===== config.mk =====
export PLATFORM = sky130hd
export DESIGN_NAME = exp4_unidade_controle
export DESIGN_NICKNAME = d
export VERILOG_FILES = /design/src/rtl/exp4_unidade_controle.sv
export SDC_FILE = /design/constraint.sdc
export NUM_CORES = 1
export LEC_CHECK = 0
export CAP_MARGIN = 40
export CORE_AREA = 2 2 39 41
export DETAILED_ROUTE_END_ITERATION = 16
export DIE_AREA = 0 0 41 43
export PLACE_DENSITY = 0.59
export RECOVER_POWER = 100
export SLEW_MARGIN = 0
export SYNTH_ARGS = -nofsm -noshare
export SYNTH_HDL_FRONTEND = slang
export SYNTH_SLANG_ARGS = --single-unit

===== constraint.sdc =====
create_clock -name clock -period 1.3 [get_ports clock]
set_input_delay 0.26 -clock clock [delete_from_list [all_inputs] [get_ports clock]]
set_output_delay 0.26 -clock clock [all_outputs]
set_load 0.05 [all_outputs]

===== src/rtl/exp4_unidade_controle.sv =====
// Moore control unit sequencing the exp4_fluxo_dados memory-matching round.
// Optional espera timeout compiled in with `define UC_TIMEOUT_EN.
module exp4_unidade_controle #(
  parameter int TIMEOUT_CYCLES = 1000
) (
  input  logic       clock,
  input  logic       reset_n,
  input  logic       iniciar,
  input  logic       jogada,
  input  logic       igual,
  input  logic       fimC,
  output logic       zeraC,
  output logic       contaC,
  output logic       zeraR,
  output logic       registraR,
  output logic       pronto,
  output logic       acertou,
  output logic       errou,
  output logic       timeout,
  output logic [3:0] db_estado
);

  // state       | meaning
  // inicial     | idle, waiting for iniciar
  // preparacao  | clear address counter and switch register
  // espera      | waiting for the player's jogada
  // registra    | load switch register
  // comparacao  | check igual / fimC
  // proximo     | advance address counter
  // fim_acertou | round won
  // fim_errou   | round lost on mismatch
  // fim_timeout | round lost on timeout (feature build only)
  localparam logic [3:0] INICIAL     = 4'b0000;
  localparam logic [3:0] PREPARACAO  = 4'b0001;
  localparam logic [3:0] ESPERA      = 4'b0010;
  localparam logic [3:0] REGISTRA    = 4'b0100;
  localparam logic [3:0] COMPARACAO  = 4'b0101;
  localparam logic [3:0] PROXIMO     = 4'b0110;
  localparam logic [3:0] FIM_ACERTOU = 4'b1010;
  localparam logic [3:0] FIM_ERROU   = 4'b1110;
  localparam logic [3:0] FIM_TIMEOUT = 4'b1101;

  logic [3:0] state_q, state_d;
  logic       timeout_hit;

`ifdef UC_TIMEOUT_EN
  localparam logic [15:0] TMR_LAST = 16'(TIMEOUT_CYCLES - 1);

  logic [15:0] tmr_q, tmr_d;

  // Held at zero outside espera, so every entry restarts the count.
  assign tmr_d       = (state_q == ESPERA) ? tmr_q + 16'd1 : 16'd0;
  assign timeout_hit = (state_q == ESPERA) && (tmr_q == TMR_LAST);

  always_ff @(posedge clock or negedge reset_n) begin
    if (!reset_n) tmr_q <= 16'd0;
    else          tmr_q <= tmr_d;
  end
`else
  logic unused_cfg;
  assign unused_cfg  = ^TIMEOUT_CYCLES;
  assign timeout_hit = 1'b0;
`endif

  always_comb begin
    state_d = INICIAL;
    case (state_q)
      INICIAL:     state_d = iniciar ? PREPARACAO : INICIAL;
      PREPARACAO:  state_d = ESPERA;
      ESPERA: begin
        if (jogada)           state_d = REGISTRA;
        else if (timeout_hit) state_d = FIM_TIMEOUT;
        else                  state_d = ESPERA;
      end
      REGISTRA:    state_d = COMPARACAO;
      COMPARACAO: begin
        if (!igual)    state_d = FIM_ERROU;
        else if (fimC) state_d = FIM_ACERTOU;
        else           state_d = PROXIMO;
      end
      PROXIMO:     state_d = ESPERA;
      FIM_ACERTOU: state_d = iniciar ? PREPARACAO : FIM_ACERTOU;
      FIM_ERROU:   state_d = iniciar ? PREPARACAO : FIM_ERROU;
`ifdef UC_TIMEOUT_EN
      FIM_TIMEOUT: state_d = iniciar ? PREPARACAO : FIM_TIMEOUT;
`endif
      default:     state_d = INICIAL;
    endcase
  end

  always_ff @(posedge clock or negedge reset_n) begin
    if (!reset_n) state_q <= INICIAL;
    else          state_q <= state_d;
  end

  always_comb begin
    zeraC     = 1'b0;
    contaC    = 1'b0;
    zeraR     = 1'b0;
    registraR = 1'b0;
    pronto    = 1'b0;
    acertou   = 1'b0;
    errou     = 1'b0;
    timeout   = 1'b0;
    case (state_q)
      PREPARACAO: begin
        zeraC = 1'b1;
        zeraR = 1'b1;
      end
      REGISTRA:   registraR = 1'b1;
      PROXIMO:    contaC    = 1'b1;
      FIM_ACERTOU: begin
        pronto  = 1'b1;
        acertou = 1'b1;
      end
      FIM_ERROU: begin
        pronto = 1'b1;
        errou  = 1'b1;
      end
`ifdef UC_TIMEOUT_EN
      FIM_TIMEOUT: begin
        pronto  = 1'b1;
        errou   = 1'b1;
        timeout = 1'b1;
      end
`endif
      default: ;
    endcase
  end

  assign db_estado = state_q;

endmodule

After elaboration in Yosys (flattened, before gate mapping)
Index checks and enable logic that the tools add are counted.

word-level totals
  flip-flop bits (word level) = 4
  input port bits = 6
  output and inout port bits = 12

operators by class
  eq/ne operators = 7
  mux-type cells = 13
  reductions and logical operators = 3

operator list
  operator                                       count
  one-hot mux 4 bit (7 select lines)             1
  two-way mux 4 bit                              4
  == test 4 x 3 -> 1 bit, second input constant  3
  == test 4 bit, second input constant           2
  two-way mux 1 bit                              7
  == test 4 x 1 -> 1 bit, second input constant  1
  == test 4 x 2 -> 1 bit, second input constant  1
  zero test 4 bit                                1
  OR reduction 2 bit                             2
  two-way mux 3 bit                              1

Depth between registers and ports, before layout
Gate-level depths: netlist (run 1).

  word-level depth = 3
  mapped depth = 4
  gate-level depth less buffers = 3

Least setup slack after synthesis (run 1)
OpenSTA, ideal clock, no wires.

  kind = register to output
  start = reg state_q[1] (netlist: db_estado[1])
  end = out zeraR
  data arrival time = 2,350 ps
  path slack = -1,310 ps
  cell stages (with the launch flop) = 4
  buffers on the path = 1
  cell sequence = dfrtp_1 > nand2b_1 > nor3_1 > buf_4

on the way
  word-level cells in the longest chain between the ends = 2

ends and longest elaborated chain
  what                    RTL line  text
  start, declared         43        logic [3:0] state_q, state_d;
  start signal, assigned  93        else state_q <= state_d;
  == test 4 x 1 -> 1 bit  n/a
  two-way mux 1 bit       n/a
  end, declared           14        output logic zeraR,

No other way between the ends.

Final worst setup path (run 1)
  start = reg state_q[0] (netlist: db_estado[0])
  end = out contaC

on the way
  word-level cells in the longest chain between the ends = 2

ends and longest elaborated chain
  what                    RTL line  text
  == test 4 x 3 -> 1 bit  105       case (state_q)
  two-way mux 1 bit       105
  end, declared           13        output logic contaC,

No other way between the ends.

==> results of run 1 <==
==> cell families after synthesis <==
family,after synthesis,share of synthesized area
buf+inv,5,0.122
compound gates,7,0.162
flops,4,0.349
simple gates,17,0.354
other cells,1,0.0131
==> final cells by class <==
| cell class | count | area, um^2 |
|---|---|---|
| clock buffers | 4 | 26.3 |
| repair buffers | 27 | 372 |
| multi-input cells | 25 | 199 |
| well taps | 16 | 20.0 |
| flip-flops and latches | 4 | 105 |
| inverters | 1 | 7.51 |
| fillers | 124 | 654 |
==> cells in the final DEF (no fill, tap or decap), drive strengths merged, types with 2 or more instances in the layout <==
cell / instances
nand2: 2
buf: 22
clkbuf: 4
nor2: 4
clkdlybuf4s50: 4
o22ai: 2
dfrtp: 4
nand2b: 3
==> metrics by stage <==
stage | setup slack, ns | instances
after detailed placement | -0.00328 | 70
after global placement | 0.00326 | 70
after floorplan | -0.419 | 34
after global routing | -0.271 | 77
final | -0.238 | 77
after CTS | -0.241 | 77
==> metal layers <==
layer / vias up / routed length (um) / GRT usage
li1: 170 / - / -
met1: 174 / 349 / 0.149
met2: 18 / 478 / 0.172
met3: 6 / 58 / 0.0524
met4: 0 / 54 / 0.113
met5: - / 0 / 0
==> worst paths after layout <==
| kind | start | cells past startpoint | to |
|---|---|---|---|
| setup reg to reg | db_estado[3] | 5 | db_estado[0] |
| hold reg to reg | db_estado[0] | 2 | db_estado[0] |
| hold / removal | reset_n | 1 | db_estado[0] |
| min in group clock | db_estado[0] | 2 | db_estado[0] |
| setup / recovery | db_estado[0] | 3 | contaC |
| max in group asynchronous | reset_n | 1 | db_estado[3] |
==> worst reg2reg max path: stages (launching register included) <==
cell,delay (ns)
dfrtp_2,0.44
buf_6,0.14
buf_4,0.13
and2_0,0.15
o21ai_0,0.16
a21oi_1,0.08
==> power groups by stage <==
stage	registers (mW)	clock network, mW	logic [mW]
6_report	0.262	0.168	1.21
5_1_grt	0.269	0.192	1.26
4_1_cts	0.253	0.178	1.20
3_5_place_dp	0.248	0	1.11
3_3_place_gp	0.244	0	1.10
2_1_floorplan	0.382	0	0.457
==> timing repair <==
action | CTS | global route
setup endpoints to repair | 7 | 9
pin swaps | 4 | 2
setup buffers | 3 | 1
gates resized for setup | 9 | 3
==> impl_metrics.toml, run 1 <==
[sta]
final-max-slew-violation-count = 0
setup_violations = 9
finalCritPeriodShare = 1.18
hold_viol_final = 0
worst_slack_ns = -0.238
rsz0062_at_grt = "yes"
finalSetupTns_ns = -1.42
fmax_ghz = 0.650
whs_ns = 0.300
clock_skew_ns = 0.00462
fin_crit_ns = 1.54

[logic_synthesis]
ys_seq_elements = 4
synth_flop_cell = "dfrtp_1"
syn_inst = 34
netlist_area_um2 = 287
synth_area_leaders = "dfrtp_1, nand2b_1, buf_4"
synth_largest_area_cell = "dfrtp_1"
async_reset_ff_frac = 1.00
yosysUniqueCellTypes = 24
synth_edf_count = 0
syn_area_per_cell_um2 = 8.43
synth_top_cells_by_count = "dfrtp_1, nor2_1, nand2b_1, buf_4, o22ai_1"
yosysWarnings = 0
syn_nets = 40
yosysTopAreaCellShare = 0.349
yosysSeqAreaShare = 0.349

[setup_path]
critPathMaxStageDelay_ns = 0.41
r2r_slack_ns = 0.09
crit_buf_inv = 1
end_kind = "primary output"
cp.required_ns = 1.04
slowest_stage = "dfrtp_2"
crit_arrival_ns = 1.28
path_cells = "and2b_4 > and3b_2 > buf_12"
crit_type = "flip-flop to primary output"
worst-path-max-fanout = 4
cp-start-kind = "flip-flop"
crit_family = "simple AND/OR/NAND/NOR gates"

[routing]
wirelength_um = 940
wl_per_cell_um = 12.2
drtIter0Drc = 5
firstDrtPassIters = 4
ant_nets = 0
via_count = 368
drc = 0
post_drt_via_cell_ratio = 4.78

[placed_design]
dp_hpwl_um = 647
gp_congestion = 0.872
place_area_um2 = 639
io_buffers = 16

[global_routing]
track_usage = 0.129
grt_max_degree = 8
grt_pass1_vias = 321
grt_pass1_wl_um = 1430
antenna_found_initial = 0
overflow = 0

[finish]
drive_above_1_share = 0.639
diodes = 0
largest_reg_flops = 4
finalInstanceArea_um2 = 729
syn_to_final_growth_pct = 155
nNetsFinal = 68
utilization = 0.527

[power_and_ir_drop]
switching_power_mw = 0.734
p_clk_frac = 0.102
p_sw_frac = 0.449
power.density_mw_per_mm2 = 2240
p_int_mw = 0.901
totalPowerFinal_mw = 1.63
p_leak_nw = 0.313
ir_drop_mv = 1.04
power_frac_seq = 0.160
combPwrFrac = 0.737

[floorplan]
dieArea_mm2 = 0.00176
rows = 14
initial_core_util = 0.207
io_pins = 18
core_area_mm2 = 0.00138
die_h_um = 43
die_width_um = 41

[flow_run]
max_cap_viol_count = 0

[clocking]
cts.sinks = 4
clk_latency_ns = 0.23
clk_pin_slew_ns = 0.04
cts_made_buffers = 3
hold_buffers = 0
ctsRootBufferMaster = "clkbuf_4"
cts.htree.levels = 1
cts_tree = "yes"
max-clock-path-buffers = 2

[run_status]
outcome = "finished, violations left"
violations = "setup timing"

[worst_hold_path]
hold_path.class = "primary input to asynchronous set/reset pin"
Power figures use the tool's default switching activity.
==> inputs of run 2 (changes only) <==
ABC_CLOCK_PERIOD_IN_PS = 1300   (was unset)
==> results of run 2 <==
Final layout, timing and power as in run 1 (identical DEF).
